File: src/rtl/pupil_pkg.sv
// rtl/pupil_pkg.sv - shared encodings, defaults and size check for the streaming pupil detector
package pupil_pkg;

  typedef enum logic [1:0] {
    FR_IDLE,
    FR_SCAN,
    FR_DONE
  } frame_state_t;

  typedef enum logic {
    SEEK_BEGIN,
    SEEK_END
  } line_state_t;

  localparam int DEF_IMG_SIZE  = 112;
  localparam int DEF_THR_LEVEL = 80;

  // Every column and line index, plus the one-past-last line count, must fit in COORD_W.
  function automatic bit coord_fits(input int coord_w, input int width, input int height);
    longint dim;
    dim = (width > height) ? longint'(width) : longint'(height);
    return (longint'(1) << coord_w) > dim;
  endfunction

endpackage

File: src/rtl/pupil_line_scan.sv
// rtl/pupil_line_scan.sv - per-line dark-run edge detector and widest-run tracker
module pupil_line_scan
  import pupil_pkg::*;
#(
  parameter int IMG_WIDTH = DEF_IMG_SIZE,
  parameter int PIX_W     = 8,
  parameter int COORD_W   = 8
) (
  input  logic               clock,
  input  logic               reset,
  input  logic               start,
  input  logic               beat,
  input  logic [PIX_W-1:0]   pix_data,
  input  logic               pix_eol,
  input  logic [PIX_W-1:0]   thr,
  output logic [COORD_W-1:0] line_best_len,
  output logic [COORD_W-1:0] line_best_begin,
  output logic               line_done
);

  localparam logic [COORD_W-1:0] LAST_COL = COORD_W'(IMG_WIDTH - 1);
  localparam logic [COORD_W-1:0] ONE      = COORD_W'(1);

  logic [COORD_W-1:0] col, run_begin, best_len_q, best_begin_q;
  logic [PIX_W-1:0]   prev;
  logic               past_end;
  line_state_t        lstate;

  logic [COORD_W-1:0] e_col, e_len, e_begin, run_len, n_len, n_begin;
  logic               e_past, compare, opens, closes;
  line_state_t        e_state;
  logic signed [PIX_W:0] fall, rise, thr_s;

  // A start beat is pixel 0 of a fresh line, so it sees cleared state regardless of the registers.
  always_comb begin
    e_col   = start ? '0 : col;
    e_state = start ? SEEK_BEGIN : lstate;
    e_past  = start ? 1'b0 : past_end;
    e_len   = start ? '0 : best_len_q;
    e_begin = start ? '0 : best_begin_q;
    fall    = {1'b0, prev} - {1'b0, pix_data};
    rise    = {1'b0, pix_data} - {1'b0, prev};
    thr_s   = {1'b0, thr};
    compare = beat && !e_past && (e_col != '0);
    opens   = compare && (e_state == SEEK_BEGIN) && (fall > thr_s);
    closes  = compare && (e_state == SEEK_END) && (rise > thr_s);
    run_len = e_col - run_begin;
    n_len   = e_len;
    n_begin = e_begin;
    if (closes && (run_len > e_len)) begin
      n_len   = run_len;
      n_begin = run_begin;
    end
  end

  assign line_best_len   = n_len;
  assign line_best_begin = n_begin;
  assign line_done       = beat && pix_eol;

  always_ff @(posedge clock or posedge reset) begin
    if (reset) begin
      col          <= '0;
      run_begin    <= '0;
      best_len_q   <= '0;
      best_begin_q <= '0;
      prev         <= '0;
      past_end     <= 1'b0;
      lstate       <= SEEK_BEGIN;
    end else if (beat) begin
      if (pix_eol) begin
        col          <= '0;
        best_len_q   <= '0;
        best_begin_q <= '0;
        past_end     <= 1'b0;
        lstate       <= SEEK_BEGIN;
      end else begin
        if (!e_past) prev <= pix_data;
        col          <= (e_col == LAST_COL) ? e_col : e_col + ONE;
        past_end     <= e_past || (e_col == LAST_COL);
        best_len_q   <= n_len;
        best_begin_q <= n_begin;
        if (opens) begin
          lstate    <= SEEK_END;
          run_begin <= e_col;
        end else if (closes) begin
          lstate <= SEEK_BEGIN;
        end else begin
          lstate <= e_state;
        end
      end
    end
  end

endmodule

File: src/rtl/pupil_detect_stream.sv
// rtl/pupil_detect_stream.sv - streaming pupil detector: frame FSM and frame-level widest-run tracking
// Optional vertical centring of pupil_y over neighbouring lines: PUPIL_DETECT_VCENTER_EN.
module pupil_detect_stream
  import pupil_pkg::*;
#(
  parameter int               IMG_WIDTH     = DEF_IMG_SIZE,
  parameter int               IMG_HEIGHT    = DEF_IMG_SIZE,
  parameter int               PIX_W         = 8,
  parameter int               COORD_W       = 8,
  parameter logic [PIX_W-1:0] DEF_THRESHOLD = PIX_W'(DEF_THR_LEVEL)
) (
  input  logic               clock,
  input  logic               reset,
  input  logic [PIX_W-1:0]   threshold,
  input  logic               pix_valid,
  input  logic [PIX_W-1:0]   pix_data,
  input  logic               pix_sof,
  input  logic               pix_eol,
  output logic [COORD_W-1:0] pupil_x,
  output logic [COORD_W-1:0] pupil_y,
  output logic               pupil_found,
  output logic               pupil_valid,
  output logic               busy
`ifdef PUPIL_DETECT_VCENTER_EN
  ,
  output logic [COORD_W-1:0] pupil_top,
  output logic [COORD_W-1:0] pupil_bottom
`endif
);

  if (!coord_fits(COORD_W, IMG_WIDTH, IMG_HEIGHT)) begin : g_coord_check
    $error("COORD_W too narrow for IMG_WIDTH/IMG_HEIGHT");
  end

  localparam logic [COORD_W-1:0] LAST_LINE = COORD_W'(IMG_HEIGHT - 1);
  localparam logic [COORD_W-1:0] ONE       = COORD_W'(1);

  frame_state_t       state;
  logic [PIX_W-1:0]   thr_q;
  logic [COORD_W-1:0] line, best_len, best_begin, best_line;
  logic [COORD_W-1:0] line_best_len, line_best_begin;
  logic               line_done, start, scan_beat;

  logic [COORD_W-1:0] f_line, f_best_len, f_best_begin, f_best_line;
  logic [COORD_W-1:0] n_best_len, n_best_begin, n_best_line, centre;
  logic               take, frame_end;

  // A sof beat in IDLE or mid-scan starts a new frame; DONE always falls straight back to IDLE.
  assign start     = pix_valid && pix_sof && (state != FR_DONE);
  assign scan_beat = pix_valid && ((state == FR_SCAN) || start);

  pupil_line_scan #(
    .IMG_WIDTH(IMG_WIDTH),
    .PIX_W    (PIX_W),
    .COORD_W  (COORD_W)
  ) u_line_scan (
    .clock          (clock),
    .reset          (reset),
    .start          (start),
    .beat           (scan_beat),
    .pix_data       (pix_data),
    .pix_eol        (pix_eol),
    .thr            (thr_q),
    .line_best_len  (line_best_len),
    .line_best_begin(line_best_begin),
    .line_done      (line_done)
  );

  always_comb begin
    f_line       = start ? '0 : line;
    f_best_len   = start ? '0 : best_len;
    f_best_begin = start ? '0 : best_begin;
    f_best_line  = start ? '0 : best_line;
    take         = line_done && (line_best_len > f_best_len);
    n_best_len   = take ? line_best_len : f_best_len;
    n_best_begin = take ? line_best_begin : f_best_begin;
    n_best_line  = take ? f_line : f_best_line;
    frame_end    = line_done && (f_line == LAST_LINE);
    centre       = COORD_W'({1'b0, n_best_begin} + (({1'b0, n_best_len} - 1'b1) >> 1));
  end

`ifdef PUPIL_DETECT_VCENTER_EN
  logic [COORD_W-1:0] first_line, last_line, streak_first;
  logic               streak_on, track_on;
  logic [COORD_W-1:0] f_first, f_last, f_streak_first, n_first, n_last, n_streak_first;
  logic [COORD_W-1:0] y_centre;
  logic               f_streak_on, f_track_on, n_streak_on, n_track_on, qual;

  // Lines at least half as wide as the best, touching the best line, extend the vertical span.
  always_comb begin
    f_first        = start ? '0 : first_line;
    f_last         = start ? '0 : last_line;
    f_streak_first = start ? '0 : streak_first;
    f_streak_on    = start ? 1'b0 : streak_on;
    f_track_on     = start ? 1'b0 : track_on;
    qual           = {line_best_len, 1'b0} >= {1'b0, n_best_len};
    n_first        = f_first;
    n_last         = f_last;
    n_streak_first = f_streak_first;
    n_streak_on    = f_streak_on;
    n_track_on     = f_track_on;
    if (line_done) begin
      if (take) begin
        n_first    = f_streak_on ? f_streak_first : f_line;
        n_last     = f_line;
        n_track_on = 1'b1;
      end else if (qual && f_track_on) begin
        n_last = f_line;
      end else if (!qual) begin
        n_track_on = 1'b0;
      end
      n_streak_on    = qual;
      n_streak_first = (qual && f_streak_on) ? f_streak_first : f_line;
    end
    y_centre = COORD_W'(({1'b0, n_first} + {1'b0, n_last}) >> 1);
  end

  always_ff @(posedge clock or posedge reset) begin
    if (reset) begin
      first_line   <= '0;
      last_line    <= '0;
      streak_first <= '0;
      streak_on    <= 1'b0;
      track_on     <= 1'b0;
      pupil_top    <= '1;
      pupil_bottom <= '1;
    end else if ((state != FR_DONE) && scan_beat) begin
      first_line   <= n_first;
      last_line    <= n_last;
      streak_first <= n_streak_first;
      streak_on    <= n_streak_on;
      track_on     <= n_track_on;
      if (frame_end && (n_best_len != '0)) begin
        pupil_top    <= n_first;
        pupil_bottom <= n_last;
      end
    end
  end
`endif

  always_ff @(posedge clock or posedge reset) begin
    if (reset) begin
      state       <= FR_IDLE;
      thr_q       <= DEF_THRESHOLD;
      line        <= '0;
      best_len    <= '0;
      best_begin  <= '0;
      best_line   <= '0;
      pupil_x     <= '1;
      pupil_y     <= '1;
      pupil_found <= 1'b0;
      pupil_valid <= 1'b0;
      busy        <= 1'b0;
    end else begin
      pupil_valid <= 1'b0;
      if (state == FR_DONE) begin
        state <= FR_IDLE;
      end else if (scan_beat) begin
        if (start) thr_q <= threshold;
        line       <= line_done ? f_line + ONE : f_line;
        best_len   <= n_best_len;
        best_begin <= n_best_begin;
        best_line  <= n_best_line;
        if (frame_end) begin
          state       <= FR_DONE;
          busy        <= 1'b0;
          pupil_valid <= 1'b1;
          pupil_found <= (n_best_len != '0);
          if (n_best_len != '0) begin
            pupil_x <= centre;
`ifdef PUPIL_DETECT_VCENTER_EN
            pupil_y <= y_centre;
`else
            pupil_y <= n_best_line;
`endif
          end
        end else begin
          state <= FR_SCAN;
          busy  <= 1'b1;
        end
      end
    end
  end

endmodule

File: config.mk
export PLATFORM = sky130hd
export DESIGN_NAME = pupil_detect_stream
export DESIGN_NICKNAME = d
export VERILOG_FILES = /design/src/rtl/pupil_pkg.sv /design/src/rtl/pupil_line_scan.sv /design/src/rtl/pupil_detect_stream.sv
export SDC_FILE = /design/constraint.sdc
export NUM_CORES = 1
export LEC_CHECK = 0
export CORE_ASPECT_RATIO = 1.5
export CORE_MARGIN = 1.5
export CORE_UTILIZATION = 68
export CTS_BUF_LIST = sky130_fd_sc_hd__clkbuf_8
export DETAILED_ROUTE_END_ITERATION = 10
export HOLD_SLACK_MARGIN = 0.03
export MAX_ROUTING_LAYER = met4
export PLACE_DENSITY = 0.88
export SYNTH_ARGS = -nofsm -noshare
export SYNTH_HDL_FRONTEND = slang
export SYNTH_HIERARCHICAL = 1
export SYNTH_SLANG_ARGS = --single-unit
export TNS_END_PERCENT = 100
File: constraint.sdc
create_clock -name clock -period 27.8 [get_ports clock]
set_clock_uncertainty 0.2 [all_clocks]
set_input_delay 6.95 -clock clock [delete_from_list [all_inputs] [get_ports clock]]
set_output_delay 6.95 -clock clock [all_outputs]
set_load 0.02 [all_outputs]
==> results of run 1 <==
## power breakdown
group / switching (uW) / internal (uW) / total (uW)
registers: 5.61 / 156 / 162
clock network: 61.3 / 36.2 / 97.4
logic: 85.8 / 53.3 / 139
## layer usage
| metal | global-route usage | vias to the layer above |
|---|---|---|
| li1 | - | 3005 |
| met1 | 0.391 | 3131 |
| met2 | 0.612 | 279 |
| met3 | 0.0496 | 60 |
| met4 | 0.179 | 0 |
| met5 | - | - |
## flip-flops by register name (all words and copies together), names as in the netlist, 2 cells and up
register                  flops
pupil_x                       8
best_len                      8
thr_q                         8
state                         2
u_line_scan/best_len_q        8
u_line_scan/col               8
best_line                     8
u_line_scan/best_begin_q      8
line                          8
pupil_y                       8
best_begin                    8
u_line_scan/prev              8
u_line_scan/run_begin         8
## tightest hold or removal path, cell delays in order, from the launching register on
cell and delay, ns:
dfstp_2 0.39, nand2_1 0.05, nand2_1 0.05
## through the flow
stage	hold slack [ns]	setup WS, ns	utilization	total power, uW
2_1_floorplan	0.239	11.78	-	264
3_3_place_gp	0.248	10.91	0.738	293
3_5_place_dp	0.260	10.55	0.738	299
4_1_cts	0.281	10.90	0.757	397
5_1_grt	0.292	9.90	0.757	423
6_report	0.279	10.65	0.757	398
## cells by family after synthesis
kind of cell             synth area share
adder cells (fa/ha/maj)             0.121
AO/OA/AOI/OAI                       0.203
XOR/XNOR                           0.0403
flip-flops                          0.352
AND/OR/NAND/NOR                     0.185
multiplexers                       0.0415
buffers and inverters              0.0566
## layout make-up
cell class | instances | area, um2 | share of cell area
Multi-Input combinational cell | 626 | 4360 | 0.544
Sequential cell | 103 | 2600 | 0.324
Timing Repair Buffer | 49 | 465 | 0.0580
Inverter | 55 | 206 | 0.0257
Tap cell | 144 | 180 | 0.0225
Clock buffer | 9 | 124 | 0.0154
Clock inverter | 7 | 81.3 | 0.0101
## worst max path at each step
stage / slack [ns] / end / cells after the start / from
2_1_floorplan: 11.78 / pupil_x[7] / 41 / pix_valid
3_3_place_gp: 10.91 / pupil_x[0] / 35 / pix_sof
3_5_place_dp: 10.55 / pupil_x[6] / 35 / pix_sof
4_1_cts: 10.90 / pupil_x[6] / 35 / pix_sof
5_1_grt: 9.90 / pupil_x[5] / 36 / pix_valid
6_report: 10.65 / pupil_x[6] / 35 / pix_sof
## placed cells by master, fill, tap and decap left out, types with 4 or more instances in the layout
cell type,instances
mux2i_1,13
or4_1,5
nor3_1,22
a211o_1,9
ha_1,65
clkdlybuf4s50_1,39
inv_1,53
nand3_1,29
o2111ai_1,7
mux2_2,7
nand4_1,13
xor2_1,15
or3_1,6
o21bai_1,5
dfstp_2,18
and2_1,8
o21ai_0,52
nor2_1,43
nand2_1,104
o211ai_1,5
o21ai_1,10
a31oi_1,5
mux2_4,5
o21a_1,7
a21oi_1,38
a21o_1,10
o2111a_1,6
a22o_1,31
clkbuf_8,9
nor2b_1,19
xnor2_1,19
dfrtp_1,85
nor4_1,8
buf_4,10
o2bb2ai_1,6
fa_1,4
==> metrics.log, run 1 <==
INFO  metric tritoncts = yes
INFO  metric synth-warning-count = 6
INFO  metric outcome = complete, no violations
INFO  metric floorplan.initialDensity = 0.697
INFO  metric groute.usage.overall = 0.353
INFO  metric min_period_over_period = 0.617
INFO  metric ports_placed_on_the_boundary = 40
INFO  metric crit_fanout = 33
INFO  metric placed_cells = roughly 1000
INFO  metric clkLatencyLatePin = 0.39 ns
INFO  metric core_area = ~11000 um2
INFO  metric post-synth-top-area-cell = dfrtp_1
INFO  metric die_h = about 130 um
INFO  metric hold_violations = 0
INFO  metric max_slew.worst_pin.slew = 1.35 ns
INFO  metric met1Wirelength = around 7400 um
INFO  metric n_antenna_cell = 0
INFO  metric synth_largest_type_area_fraction = 0.288
INFO  metric ys_top_cells_by_count = nand2_1, dfrtp_1, ha_1
INFO  metric max_stage_delay = between 0.7 and 0.8 ns
INFO  metric cp_top_family = simple AND/OR/NAND/NOR gates
INFO  metric cts_setup_buffers = 0
INFO  metric nNetsFinal = between 900 and 1000
INFO  metric placementRows = 46
INFO  metric netlist_area = 7380 um2
INFO  metric drt-pass1-iter-count = 5
INFO  metric hold_path.startpoint = thr_q[6]
INFO  metric min_delay_path_depth = 2
INFO  metric areaGrowthSynthToFinish = 8.66%
INFO  metric vias = 6475
INFO  metric first_global_vias = 6343
INFO  metric timing.critical_path.mode_cell = ha_1
INFO  metric synth_most_common_cell = nand2_1
INFO  metric top_signal_layer_used = met4
INFO  metric ys_seq_area_frac = 0.352
INFO  metric antenna_left = 0
INFO  metric cp.required = 27.91 ns
INFO  metric numCtsBuffers = 9
INFO  metric synthesis.area_per_instance = slightly below 9 um2
INFO  metric postSynthRegisterBits = 103
INFO  metric finalSetupViolations = 0
INFO  metric final.fill_count = between 700 and 800
INFO  metric placed_cell_area = slightly below 8000 um2
INFO  metric number_of_buffer_and_inverter_stages_on_the_critical_path = 7
INFO  metric worstSetupEndpointType = flop
INFO  metric finalWorstPathRequiredPeriod = about 17 ns
INFO  metric global_route_wire_length_before_repair = a little over 30000 um
INFO  metric end_of_the_worst_register_to_register_path = pupil_x[6]
INFO  metric cts-htree-levels = 3
INFO  metric slew_violations = 0
INFO  metric detailroute.wirelength.met2 = 9960 um
INFO  metric cap_violations = 0
INFO  metric detail_route.wirelength = between 15000 and 20000 um
INFO  metric worst_ir_drop_vdd = 51.0 uV
INFO  metric fin_cells = 993
INFO  metric maximum_number_of_pins_on_one_net_before_global_route_repair = just over 60
INFO  metric cts-resized-gates = 0
INFO  metric numClockSinks = 103
INFO  metric layout-drive-gt1-share = 0.0801
INFO  metric timing.setup.critical_path_class = in -> reg
INFO  metric r2r_slack = ~17 ns
INFO  metric chipWidth = ~88 um
INFO  metric netlist_instances = a little over 800
INFO  metric ys_types = 76
INFO  metric wl_met3 = 918 um
INFO  metric postSynthNetCount = slightly above 900
INFO  metric numPortBuffers = 39
INFO  metric path_clk_slew = between 0.1 and 0.15 ns
INFO  metric ctsHoldBuffers = 0
INFO  metric data_arrival_time_at_the_worst_slack_endpoint = around 17 ns
INFO  metric synth_top_cells_by_area = dfrtp_1, ha_1, dfstp_2, nand2_1, a22o_1
INFO  metric cts.path.max_buffers = 2
INFO  metric design_area = around 8000 um2
INFO  metric count_of_routing_violations_after_the_opening_detailed_route_iteration = about 470
INFO  metric weighted_congestion_reported_at_the_end_of_routability_driven_placement = between 0.9 and 1
INFO  metric setup_tns = 0 ns
INFO  metric synth_ff_type = dfrtp_1
INFO  metric async_set_or_reset_register_ratio_after_synthesis = 1.00
INFO  metric slew-limit-headroom = 0.0752
INFO  metric post-route-drc-count = 0
INFO  metric setup.worst_path.start_class = input port
INFO  metric reg2reg_from = state[0]
INFO  metric max_freq = ~0.058 GHz
INFO  metric ff2ff_path_depth = 34
INFO  metric drt-wirelength-per-cell = roughly 19 um
INFO  metric clock-root-buffer = clkbuf_8
INFO  metric hold_path_end = thr_q[6]
INFO  metric rsz_0062_raised_after_global_routing = false
INFO  metric power_leakage = between 0.003 and 0.004 uW
INFO  metric critPathSlowestCell = nor2_1
INFO  metric viasPerCell = 6.52
INFO  metric total_die_area = between 10000 and 15000 um2
INFO  metric gr-total-overflow = 0
INFO  metric pwr_density_cell = slightly below 50 nW/um2
INFO  metric initial_antenna_violation_count = 0
INFO  metric synth_enable_flop_cells = 0
INFO  metric detailed_place_hpwl = roughly 14000 um
INFO  metric holdCritPathClass = reg -> reg
No activity file was read; power rests on OpenSTA's default activity.
==> run 2, diff against run 1 <==
--- a/config.mk
+++ b/config.mk
@@ -7,12 +7,12 @@
 export LEC_CHECK = 0
 export CORE_ASPECT_RATIO = 1.5
 export CORE_MARGIN = 1.5
-export CORE_UTILIZATION = 68
+export CORE_UTILIZATION = 63
 export CTS_BUF_LIST = sky130_fd_sc_hd__clkbuf_8
 export DETAILED_ROUTE_END_ITERATION = 10
 export HOLD_SLACK_MARGIN = 0.03
 export MAX_ROUTING_LAYER = met4
-export PLACE_DENSITY = 0.88
+export PLACE_DENSITY = 0.82
 export SYNTH_ARGS = -nofsm -noshare
 export SYNTH_HDL_FRONTEND = slang
 export SYNTH_HIERARCHICAL = 1
==> constraint.sdc (replaced) <==
create_clock -name clock -period 16.65 [get_ports clock]
set_clock_uncertainty 0.2 [all_clocks]
set_input_delay 4.1625 -clock clock [delete_from_list [all_inputs] [get_ports clock]]
set_output_delay 4.1625 -clock clock [all_outputs]
set_load 0.02 [all_outputs]
==> run 2 against run 1 <==
Power up 67%. Core utilization down 5.7 points. Final cell count up 0.60%. Highest routed layer unchanged. Setup slack worse by 8.4 ns. Largest power group unchanged. Critical path type unchanged.
==> metrics.log, run 2 (synthesis gave the netlist of run 1 again) <==
INFO  metric outcome = complete, no violations
INFO  metric layout-drive-gt1-share = 0.0801 (unchanged)
INFO  metric gr-total-overflow = 0 (unchanged)
INFO  metric die_h = 136 um (+3.8%)
INFO  metric detail_route.wirelength = 18700 um (-2.0%)
INFO  metric slew-limit-headroom = 0.273 (+0.198)
INFO  metric pwr_density_cell = 82.8 nW/um2 (+67%)
INFO  metric timing.critical_path.mode_cell = ha_1
INFO  metric n_antenna_cell = 0 (unchanged)
INFO  metric initial_antenna_violation_count = 0 (unchanged)
INFO  metric end_of_the_worst_register_to_register_path = pupil_x[3]
INFO  metric ctsHoldBuffers = 0 (unchanged)
INFO  metric ff2ff_path_depth = 35 (+2.9%)
INFO  metric cap_violations = 0 (unchanged)
INFO  metric cp.required = 16.76 ns (-11.15 ns)
INFO  metric max_slew.worst_pin.slew = 1.06 ns (-0.289 ns)
INFO  metric design_area = 8030 um2 (+0.12%)
INFO  metric first_global_vias = 6285 (-0.91%)
INFO  metric post-route-drc-count = 0 (unchanged)
INFO  metric fin_cells = 999 (+0.60%)
INFO  metric placed_cells = 983 (+0.61%)
INFO  metric vias = 6333 (-2.2%)
INFO  metric reg2reg_from = state[0]
INFO  metric groute.usage.overall = 0.320 (-0.0325)
INFO  metric nNetsFinal = 934 (unchanged)
INFO  metric most-common-layout-cells = nand2_1, dfrtp_1, ha_1
INFO  metric rsz_0062_raised_after_global_routing = false
INFO  metric path_clk_slew = 0.11 ns (about the same)
INFO  metric finalWorstPathRequiredPeriod = 14.42 ns
INFO  metric drt-pass1-iter-count = 4 (-1)
INFO  metric drt-wirelength-per-cell = 18.7 um (-2.6%)
INFO  metric antenna_left = 0 (unchanged)
INFO  metric setup_tns = 0 ns (unchanged)
INFO  metric worstSetupEndpointType = flop
INFO  metric power_leakage = 0.00361 uW (about the same)
INFO  metric setup.worst_path.start_class = input port
INFO  metric max_freq = 0.0694 GHz
INFO  metric numPortBuffers = 39 (unchanged)
INFO  metric tritoncts = yes
INFO  metric detailed_place_hpwl = 14100 um (-0.36%)
INFO  metric clkLatencyLatePin = 0.38 ns (about the same)
INFO  metric total_die_area = 12400 um2 (+7.7%)
INFO  metric ports_placed_on_the_boundary = 40 (unchanged)
INFO  metric data_arrival_time_at_the_worst_slack_endpoint = 14.52 ns (-2.74 ns)
INFO  metric max_stage_delay = 0.75 ns (+0.04 ns)
INFO  metric worst_ir_drop_vdd = 56.1 uV (+10%)
INFO  metric placementRows = 48 (+4.3%)
INFO  metric floorplan.initialDensity = 0.644 (-0.0535)
INFO  metric most_common_library_cell_in_the_layout_ignoring_fill_and_taps = nand2_1
INFO  metric finalSetupViolations = 0 (unchanged)
INFO  metric r2r_slack = 6.04 ns (-11.25 ns)
INFO  metric clock-root-buffer = clkbuf_8
INFO  metric crit_fanout = 33 (unchanged)
INFO  metric endpoint = pupil_x[3]
INFO  metric cts-htree-levels = 3 (unchanged)
INFO  metric numClockSinks = 103 (unchanged)
INFO  metric final.fill_count = 909 (+16%)
INFO  metric global_route_wire_length_before_repair = 30800 um (+1.2%)
INFO  metric critPathSlowestCell = nor2_1
INFO  metric hold_violations = 0 (unchanged)
INFO  metric placed_cell_area = 7820 um2 (about the same)
INFO  metric slew_violations = 0 (unchanged)
INFO  metric timing.setup.critical_path_class = in -> reg
INFO  metric cts.path.max_buffers = 2 (unchanged)
INFO  metric worstSetupStartpoint = pix_valid
INFO  metric numCtsBuffers = 9 (unchanged)
INFO  metric maximum_number_of_pins_on_one_net_before_global_route_repair = 62 (unchanged)
INFO  metric chipWidth = 91.4 um (+3.8%)
INFO  metric areaGrowthSynthToFinish = 8.80%
INFO  metric cts_setup_buffers = 0 (unchanged)
INFO  metric holdCritPathClass = reg -> reg
INFO  metric fin_util = 0.700 (-0.0573)
INFO  metric viasPerCell = 6.34 (-2.8%)
INFO  metric cts-resized-gates = 0 (unchanged)
INFO  metric weighted_congestion_reported_at_the_end_of_routability_driven_placement = 0.976 (-0.40%)
INFO  metric count_of_routing_violations_after_the_opening_detailed_route_iteration = 298 (-36%)
INFO  metric min_period_over_period = 0.866
INFO  metric core_area = 11500 um2 (+8.3%)
run 2: layout make-up:
| class | instances | area (um2) | share of cell area |
|---|---|---|---|
| Multi-Input combinational cell | 626 | 4360 | 0.543 |
| Sequential cell | 103 | 2600 | 0.324 |
| Timing Repair Buffer | 49 | 465 | 0.0580 |
| Inverter | 55 | 206 | 0.0257 |
| Tap cell | 150 | 188 | 0.0234 |
| Clock buffer | 9 | 124 | 0.0154 |
| Clock inverter | 7 | 83.8 | 0.0104 |
run 2: worst max-delay path, delay by kind of cell:
family	cells	cell delay, ns
and+or+nand+nor	16	4.64
AOI/OAI and AO/OA	8	2.17
adders and majority gates	5	1.73
buffers and inverters	6	1.41
muxes	1	0.35
run 2: how the worst min path moves through the flow:
stage,to,start,cells after the start,slack [ns]
after floorplan,thr_q[4],thr_q[4],2,0.24
after global placement,thr_q[4],thr_q[4],2,0.25
after detailed placement,thr_q[6],thr_q[6],2,0.25
after CTS,thr_q[6],thr_q[6],2,0.27
after global routing,thr_q[6],thr_q[6],2,0.29
final,thr_q[6],thr_q[6],2,0.27
run 2: stage by stage:
stage	hold slack, ns	total power, uW	setup WS (ns)
after floorplan	0.239	441	3.41
after global placement	0.249	494	2.51
after detailed placement	0.251	501	2.06
after CTS	0.270	664	2.41
after global routing	0.285	705	1.56
final	0.272	665	2.23
run 2: power breakdown:
group / total [uW] / leakage [uW] / internal [uW] / switching [uW]
clock: 163 / 0.000105 / 60.9 / 102
combinational: 232 / 0.00217 / 88.7 / 143
sequential: 270 / 0.00133 / 261 / 9.55
total: 665 / 0.00361 / 410 / 255
run 2: metal layers:
layer / GRT usage / share of wire / up-vias
met1: 0.358 / 0.40 / 3103
met2: 0.579 / 0.54 / 184
li1: - / - / 3003
met5: - / 0 / -
met3: 0.0314 / 0.033 / 43
met4: 0.135 / 0.033 / 0
